<file path="config.mk">
export PLATFORM = sky130hd
export DESIGN_NAME = uart_tx_arbiter_flat
export DESIGN_NICKNAME = d
export VERILOG_FILES = /design/src/rtl/uart_tx_arbiter_pkg.sv /design/src/rtl/uart_tx_arbiter_if.sv /design/src/rtl/uart_tx_arbiter_rr_picker.sv /design/src/rtl/uart_tx_arbiter.sv /design/src/flat_wrapper.sv
export SDC_FILE = /design/constraint.sdc
export NUM_CORES = 1
export LEC_CHECK = 0
export CAP_MARGIN = 10
export CORE_MARGIN = 8
export CORE_UTILIZATION = 25
export DETAILED_ROUTE_END_ITERATION = 16
export PLACE_DENSITY = 0.6
export SETUP_SLACK_MARGIN = 0.15
export SYNTH_ARGS = -nofsm -noshare
export SYNTH_HDL_FRONTEND = slang
export SYNTH_HIERARCHICAL = 1
export SYNTH_SLANG_ARGS = --single-unit
</file>
<file path="constraint.sdc">
create_clock -name clk -period 4.5 [get_ports clk]
set_input_delay 0.675 -clock clk [delete_from_list [all_inputs] [get_ports clk]]
set_output_delay 0.675 -clock clk [all_outputs]
set_load 0.1 [all_outputs]
</file>
<file path="src/rtl/uart_tx_arbiter_pkg.sv">
// Shared types and defaults for the UART transmit arbiter.
package uart_arb_pkg;

    typedef enum logic [1:0] {
        IDLE,
        LOAD,
        PULSE,
        GAP
    } arb_state_t;

    localparam int DEFAULT_N_REQ   = 4;
    localparam int DEFAULT_TIMEOUT = 255;

    function automatic int unsigned wrap_inc(input int unsigned idx, input int unsigned n);
        return (idx + 1 == n) ? 0 : idx + 1;
    endfunction

endpackage

</file>
<file path="src/rtl/uart_tx_arbiter_if.sv">
// Requester streams, UART TX port and status flags of the arbiter in one bundle.
interface uart_tx_arbiter_if import uart_arb_pkg::*; #(
    parameter int N_REQ = DEFAULT_N_REQ
);
    localparam int ID_W = $clog2(N_REQ);

    logic [N_REQ-1:0]   req_valid;
    logic [8*N_REQ-1:0] req_data;
    logic [N_REQ-1:0]   req_last;
    logic [N_REQ-1:0]   req_ready;
    logic [ID_W-1:0]    grant_id;
    logic               busy;
    logic               abort;
    logic [7:0]         uart_tx_data;
    logic               uart_tx_send;
    logic               uart_tx_full;

    modport master (
        input  req_valid, req_data, req_last, uart_tx_full,
        output req_ready, grant_id, busy, abort, uart_tx_data, uart_tx_send
    );

    modport slave (
        output req_valid, req_data, req_last, uart_tx_full,
        input  req_ready, grant_id, busy, abort, uart_tx_data, uart_tx_send
    );

endinterface

</file>
<file path="src/rtl/uart_tx_arbiter_rr_picker.sv">
// Combinational round-robin selector: first set request at or above ptr, wrapping.
module rr_picker import uart_arb_pkg::*; #(
    parameter int N_REQ = DEFAULT_N_REQ
) (
    input  logic [N_REQ-1:0]         req,
    input  logic [$clog2(N_REQ)-1:0] ptr,
    output logic                     found,
    output logic [$clog2(N_REQ)-1:0] idx
);
    localparam int ID_W = $clog2(N_REQ);

    always_comb begin
        int cand;
        cand  = 0;
        found = 1'b0;
        idx   = '0;
        for (int k = 0; k < N_REQ; k++) begin
            cand = (int'(ptr) + k) % N_REQ;
            if (!found && req[ID_W'(cand)]) begin
                found = 1'b1;
                idx   = ID_W'(cand);
            end
        end
    end

endmodule

</file>
<file path="src/rtl/uart_tx_arbiter.sv">
// Shares one edge-triggered UART TX port among N_REQ packet streams, holding
// the grant for a whole packet and releasing it on last byte or idle timeout.
module uart_tx_arbiter import uart_arb_pkg::*; #(
    parameter int N_REQ   = DEFAULT_N_REQ,
    parameter int TIMEOUT = DEFAULT_TIMEOUT
) (
    input  logic              clk,
    input  logic              rst_n,
    uart_tx_arbiter_if.master bus
);
    localparam int ID_W  = $clog2(N_REQ);
    localparam int CNT_W = $clog2(TIMEOUT + 1);

    arb_state_t       state;
    logic [ID_W-1:0]  ptr;
    logic [CNT_W-1:0] timeout_cnt;
    logic             last_q;
    logic             found;
    logic [ID_W-1:0]  pick_idx;
    logic             take;
    logic [7:0]       grant_data;
    logic [ID_W-1:0]  next_ptr;

    rr_picker #(.N_REQ(N_REQ)) u_picker (
        .req   (bus.req_valid),
        .ptr   (ptr),
        .found (found),
        .idx   (pick_idx)
    );

    // A byte moves only in LOAD, and only when the UART can take it.
    always_comb begin
        take          = (state == LOAD) && bus.req_valid[bus.grant_id] && !bus.uart_tx_full;
        grant_data    = bus.req_data[{bus.grant_id, 3'b000} +: 8];
        next_ptr      = ID_W'(wrap_inc(int'(bus.grant_id), N_REQ));
        bus.req_ready = '0;
        if (take) begin
            bus.req_ready[bus.grant_id] = 1'b1;
        end
    end

    always_ff @(posedge clk or negedge rst_n) begin
        if (!rst_n) begin
            state            <= IDLE;
            ptr              <= '0;
            timeout_cnt      <= '0;
            last_q           <= 1'b0;
            bus.grant_id     <= '0;
            bus.busy         <= 1'b0;
            bus.abort        <= 1'b0;
            bus.uart_tx_data <= 8'h00;
            bus.uart_tx_send <= 1'b0;
        end else begin
            bus.abort        <= 1'b0;
            bus.uart_tx_send <= 1'b0;
            case (state)
                IDLE: begin
                    if (found) begin
                        bus.grant_id <= pick_idx;
                        timeout_cnt  <= '0;
                        bus.busy     <= 1'b1;
                        state        <= LOAD;
                    end
                end
                LOAD: begin
                    // A full UART freezes the timeout; only true requester silence counts.
                    if (take) begin
                        bus.uart_tx_data <= grant_data;
                        last_q           <= bus.req_last[bus.grant_id];
                        bus.uart_tx_send <= 1'b1;
                        state            <= PULSE;
                    end else if (!bus.uart_tx_full) begin
                        if (timeout_cnt >= CNT_W'(TIMEOUT - 1)) begin
                            timeout_cnt <= CNT_W'(TIMEOUT);
                            bus.abort   <= 1'b1;
                            ptr         <= next_ptr;
                            bus.busy    <= 1'b0;
                            state       <= IDLE;
                        end else begin
                            timeout_cnt <= timeout_cnt + 1'b1;
                        end
                    end
                end
                PULSE: begin
                    state <= GAP;
                end
                GAP: begin
                    if (last_q) begin
                        ptr      <= next_ptr;
                        bus.busy <= 1'b0;
                        state    <= IDLE;
                    end else begin
                        timeout_cnt <= '0;
                        state       <= LOAD;
                    end
                end
                default: state <= IDLE;
            endcase
        end
    end

endmodule

</file>
<file path="src/flat_wrapper.sv">
// flat-port wrapper written by rule: the top's interface ports become plain ports
module uart_tx_arbiter_flat import uart_arb_pkg::*;
#(
    parameter int N_REQ   = DEFAULT_N_REQ,
    parameter int TIMEOUT = DEFAULT_TIMEOUT
)
  (clk, rst_n, bus_req_valid, bus_req_data, bus_req_last, bus_uart_tx_full, bus_req_ready, bus_grant_id, bus_busy, bus_abort, bus_uart_tx_data, bus_uart_tx_send);
  uart_tx_arbiter_if #(.N_REQ(N_REQ)) bus_i ();
  input  logic clk;
  input  logic rst_n;
  input wire logic [$bits(bus_i.req_valid)-1:0] bus_req_valid;
  input wire logic [$bits(bus_i.req_data)-1:0] bus_req_data;
  input wire logic [$bits(bus_i.req_last)-1:0] bus_req_last;
  input wire logic [$bits(bus_i.uart_tx_full)-1:0] bus_uart_tx_full;
  output wire logic [$bits(bus_i.req_ready)-1:0] bus_req_ready;
  output wire logic [$bits(bus_i.grant_id)-1:0] bus_grant_id;
  output wire logic [$bits(bus_i.busy)-1:0] bus_busy;
  output wire logic [$bits(bus_i.abort)-1:0] bus_abort;
  output wire logic [$bits(bus_i.uart_tx_data)-1:0] bus_uart_tx_data;
  output wire logic [$bits(bus_i.uart_tx_send)-1:0] bus_uart_tx_send;
  assign bus_i.req_valid = bus_req_valid;
  assign bus_i.req_data = bus_req_data;
  assign bus_i.req_last = bus_req_last;
  assign bus_i.uart_tx_full = bus_uart_tx_full;
  assign bus_req_ready = bus_i.req_ready;
  assign bus_grant_id = bus_i.grant_id;
  assign bus_busy = bus_i.busy;
  assign bus_abort = bus_i.abort;
  assign bus_uart_tx_data = bus_i.uart_tx_data;
  assign bus_uart_tx_send = bus_i.uart_tx_send;
  uart_tx_arbiter #(.N_REQ(N_REQ), .TIMEOUT(TIMEOUT)) u_core (.clk(clk), .rst_n(rst_n), .bus(bus_i));
endmodule
</file>
* Word level (Yosys, flattened, before mapping)
Cells that the tools add are included.
** Word-level totals
- Register bits :: 26
- Latch bits :: 0
- RAM bits :: 0
- ROM bits :: 0
- Input port bits :: 43
- Logic and storage cells :: 110
- Memories kept :: 0
** Operators by class
- Add/subtract/negate cells :: 5
- Multipliers :: 0
- Divide/modulo/power cells :: 0
- $lt $le $gt $ge :: 7
- Equal/unequal tests :: 12
- Shift operators :: 1
- Muxes and demuxes :: 57
- Bitwise operators :: 0
- Reductions and logical operators :: 19
** Operators by type and width (count)
- 8-bit two-way mux :: 5
- 32-bit by 6-bit indexed part select with 8-bit output :: 1
- 1-bit two-way mux :: 27
- 2-bit two-way mux :: 13
- 8-bit one-hot mux with 3 select lines :: 1
- 2-bit by 4-bit < comparator with 1-bit output (second input constant) :: 4
- 1-bit binary-select mux with 2-bit select :: 6
- 5-bit AND reduction :: 2
- 8-bit by 1-bit adder with 8-bit output (second input constant) :: 1
- 8-bit >= comparator (second input constant) :: 1
- 2-bit != test (second input constant) :: 4
- 2-bit one-hot mux with 4 select lines :: 1
- 1-bit logical AND :: 6
- 3-bit by 2-bit != test with 1-bit output (second input constant) :: 2
- 6-bit AND reduction :: 1
- 2-bit adder (second input constant) :: 2
- 2-bit == test (second input constant) :: 2
- 1-bit zero test :: 4
- 4-bit two-way mux :: 1
- 2-bit by 1-bit != test with 1-bit output (second input constant) :: 2
- 2-bit one-hot mux with 2 select lines :: 1
- 2-bit AND reduction :: 2
- 2-bit by 1-bit adder with 3-bit output (second input constant) :: 1
- 3-bit == test (second input constant) :: 1
- other kinds (10) :: 10

* Longest topological paths before layout
- Depth after elaboration :: 15
- Mapped depth :: 6

* Modules after synthesis
Netlist, hierarchy kept.
** By module, submodules not included
- uart_tx_arbiter :: instances 1, cells each 116, area an instance 1433.9 um2, sequential area each 650.6 um2
- rr_picker :: instances 1, cells each 15, area an instance 77.6 um2, sequential area each 0.0 um2

* Worst setup path after synthesis
Ideal clock, no wire load.
- Path type :: reg2out
- From :: reg u_core.bus.grant_id[0]
- To :: out bus_req_ready[0]
- Arrival :: 2.301 ns
- Required time :: 3.825 ns
- Path slack :: 1.524 ns
- Cell stages (with the launch flop) :: 3
- Path through :: dfrtp_1 mux4_2 and3_1
** On the way
- Longest elaborated chain between the ends :: 5
- Elaborated cells on any way between the ends :: 10
** Ends and longest elaborated chain
- start, declared :: RTL line uart_tx_arbiter_if.sv:20 : output req_ready, grant_id, busy, abort, uart_tx_data, uart_tx_send
- start signal, assigned :: RTL line uart_tx_arbiter.sv:59 : bus.grant_id <= pick_idx;
- 2-bit by 3-bit < comparator with 1-bit output (implied by the code) (tied with other cells) :: RTL line uart_tx_arbiter.sv:38 : bus.req_ready[bus.grant_id] = 1'b1;
- 1-bit logical AND (implied by the code) or 1-bit two-way mux (tied branches) :: RTL line uart_tx_arbiter.sv:38, uart_tx_arbiter.sv:33
- 1-bit two-way mux (implied by the code) or 1-bit logical AND (tied branches) :: RTL line uart_tx_arbiter.sv:38, uart_tx_arbiter.sv:33
- 1-bit demux with 2-bit select or 1-bit logical AND (tied branches)
- 4-bit two-way mux (*) :: RTL line uart_tx_arbiter.sv:37 : if (take) begin
- end, declared :: RTL line flat_wrapper.sv:15 : output wire logic [$bits(bus_i.req_ready)-1:0] bus_req_ready;
Every way passes the cells marked *; elsewhere a longest branch is shown, timed or not. The select of a mux whose other input is x is not followed.

* Worst setup path in the final report
- From :: reg u_core.bus.grant_id[1]
- To :: out bus_grant_id[1]
** RTL lines
- end, declared :: RTL line flat_wrapper.sv:16 : output wire logic [$bits(bus_i.grant_id)-1:0] bus_grant_id;
No word-level cell between the ends.

==> impl_metrics.toml <==
[setup_path]
path_buf_inv = 1
critPathKind = "reg2out"
cp_cell_sequence = "clkdlybuf4s50_1"
cp.required_ps = 3830
critical_path_peak_fanout = 14
crit_path_end_kind = "output pin"
cp.arrival_ps = 2240
crit_path_top_delay_cell = "clkdlybuf4s50_1"
reg2reg_from = "u_core/bus.grant_id[1]"
slowest_delay_ps = 1250
start_kind = "register"
cp_top_family = "buffers and inverters"
startpoint = "u_core/bus.grant_id[1]"

[sta]
setup_viol = 0
period_share_pct = 64.8
final.setup.tns_ps = 0
relSlewSlack_pct = 32.9
hold_violations = 0
layout_min_cycle_time_ps = 2920
tightest_slew_ps = 1000
slew_violations = 0
clock_skew_ps = 3.23
fmax_ghz = 0.343
rsz0062_at_grt = "false"

[die]
die_area_um2 = 8790
coreArea_um2 = 5890
io_pins = 60
row_count = 28
initial_core_util_pct = 25.7
fp.dieH_um = 93.8
die_w_um = 93.8

[layout]
area_growth_pct = 47.8
num_antenna_cells = 0
drive_gt1_share_pct = 16.8
final_core_util_pct = 38.0
nets = 241

[run_status]
status = "finished clean"

[clock_tree]
ctsResizeCount = 0
clockRootBuffer = "clkbuf_8"
cts_tree = "done"
clock_sinks = 26
cts_made_buffers = 3
cts.clk_slew.worst_paths_ps = 90
cts_buffer_depth = 2
cts_setup_buffers = 0
htree_levels = 1
clk_latency_ps = 270
cts_hold_buf = 0

[route]
vias = 1277
dr.pass1.iters = 4
wire_per_inst_um = 14.6
highest_layer = "met4"
drt_wl_total_mm = 3.87
ant_nets = 0
drt-initial-drc-count = 91
detailroute.wirelength.met3_um = 400
met1Wirelength_mm = 1.60
remaining_drc_errors = 0
viasPerCell = 4.80
met2WireLength_mm = 1.84

[grt]
grt_overflow = 0
grtUsageTotal_pct = 9.02
grt_max_degree = 27
grt_pass1_vias = 1348
grt_first_pass_wirelength_mm = 6.51
antenna_found_initial = 0

[synth]
yosysMostFrequentCell = "dfrtp_1"
synth-async-reset-ratio_pct = 100
yosysTopAreaCell = "dfrtp_1"
syn_nets = 180
synthCells = 131
yosysTopAreaCellShare_pct = 43.0
synth_cell_types = 34
yosys_warnings = 6
synth_ff_type = "dfrtp_1"
seq_area_frac_synth_pct = 43.0
synth.avg_cell_area_um2 = 11.5
synth_edf_count = 0
netlist_top_cells_count = "dfrtp_1 (26), inv_1 (10), mux4_2 (10)"
synthTopCellsByArea = "dfrtp_1 (43%), mux4_2 (15%), mux2_2 (6.0%)"
synth_seq_cells = 26
syn_area_um2 = 1510

[placement]
dp_hpwl_mm = 3.06
place_congestion = 0.836
numPortBuffers = 59

[power_and_ir_drop]
ir_worst_vdd_mv = 0.362
p_per_area_nw_per_um2 = 679
leakagePower_uw = 0.000922

[job]
drv_cap = 0

[worst_hold_path]
hold_path.class = "reg2reg"
hp-start = "u_core/timeout_cnt[7]"
[worst reg2reg max path, stage by stage, from the launching register on]
cell and delay [ps]:
dfrtp_1 720, mux4_2 440, and2_1 470, mux2_2 400
[layout by cell type (no fill, tap or decap), types with 2 or more instances in the layout]
cell	count
mux2_1	2
ha_1	6
clkdlybuf4s50_1	55
o21ai_0	4
nor2_1	5
clkbuf_8	4
mux2_2	8
inv_1	10
a31oi_1	5
a21oi_1	9
mux4_2	10
nand3_1	3
and3_1	8
dfrtp_1	26
and4_1	4
nor3_1	5
buf_4	6
nor3b_1	2
nand2_1	3
[per-stage QoR]
step | setup WS (ps) | instances | instance area [um^2] | power, uW | hold slack [ps]
after floorplan | 1520 | 131 | 1510 | 1130 | 379
after global placement | 1650 | 262 | 2180 | 1380 | 468
after detailed placement | 1610 | 262 | 2180 | 1380 | 475
after CTS | 1540 | 266 | 2230 | 1540 | 497
after global routing | 1480 | 266 | 2230 | 1610 | 518
final | 1580 | 266 | 2230 | 1520 | 493
[flip-flops by register name, indices dropped and copies added (netlist names), named ones only]
register and flops:
u_core/bus.uart_tx_data 8, u_core/timeout_cnt 8, u_core/bus.grant_id 2, u_core/ptr 2
u_core/bus.abort 1, u_core/bus.busy 1, u_core/bus.uart_tx_send 1, u_core/last_q 1
u_core/state 1
[kinds of logic (layout without fill, tap and decap cells)]
logic type,after synthesis,after routing,share of synthesized area (%)
AOI/OAI and AO/OA,28,28,11.8
buffers and inverters,16,76,4.14
and+or+nand+nor,35,35,13.7
muxes,20,20,22.4
DFF,26,26,43.0
adders and majority gates,6,6,4.97
[worst paths after layout]
check,endpoint,slack [ps],cells past startpoint
max in group asynchronous,u_core/bus.uart_tx_data[2],3470,2
worst max register to register,u_core/bus.uart_tx_data[6],2370,3
worst max-delay path,bus_grant_id[1],1580,1
min in group asynchronous,asynchronous set/reset pin,760,2
worst min-delay path,u_core/timeout_cnt[7],490,2
worst min register to register,u_core/timeout_cnt[7],490,2
[layer usage]
layer / GRT usage (%) / vias up
li1: - / 614
met1: 10.6 / 610
met2: 14.2 / 48
met3: 4.48 / 5
met4: 2.38 / 0
met5: 0 / -
[cell type report]
cell class	instances	area [um^2]
Tap cell	75	93.8
Multi-Input combinational cell	89	798
Sequential cell	26	651
Clock buffer	4	55.1
Fill cell	598	3650
Timing Repair Buffer	61	596
Inverter	11	41.3
[where the power goes]
part           switching [uW]  internal [uW]  leakage, uW
Sequential               89.2            321     0.000324
Combinational             637            318     0.000569
Clock                    73.9           78.2    0.0000288
(Power assumes the default switching activity.)
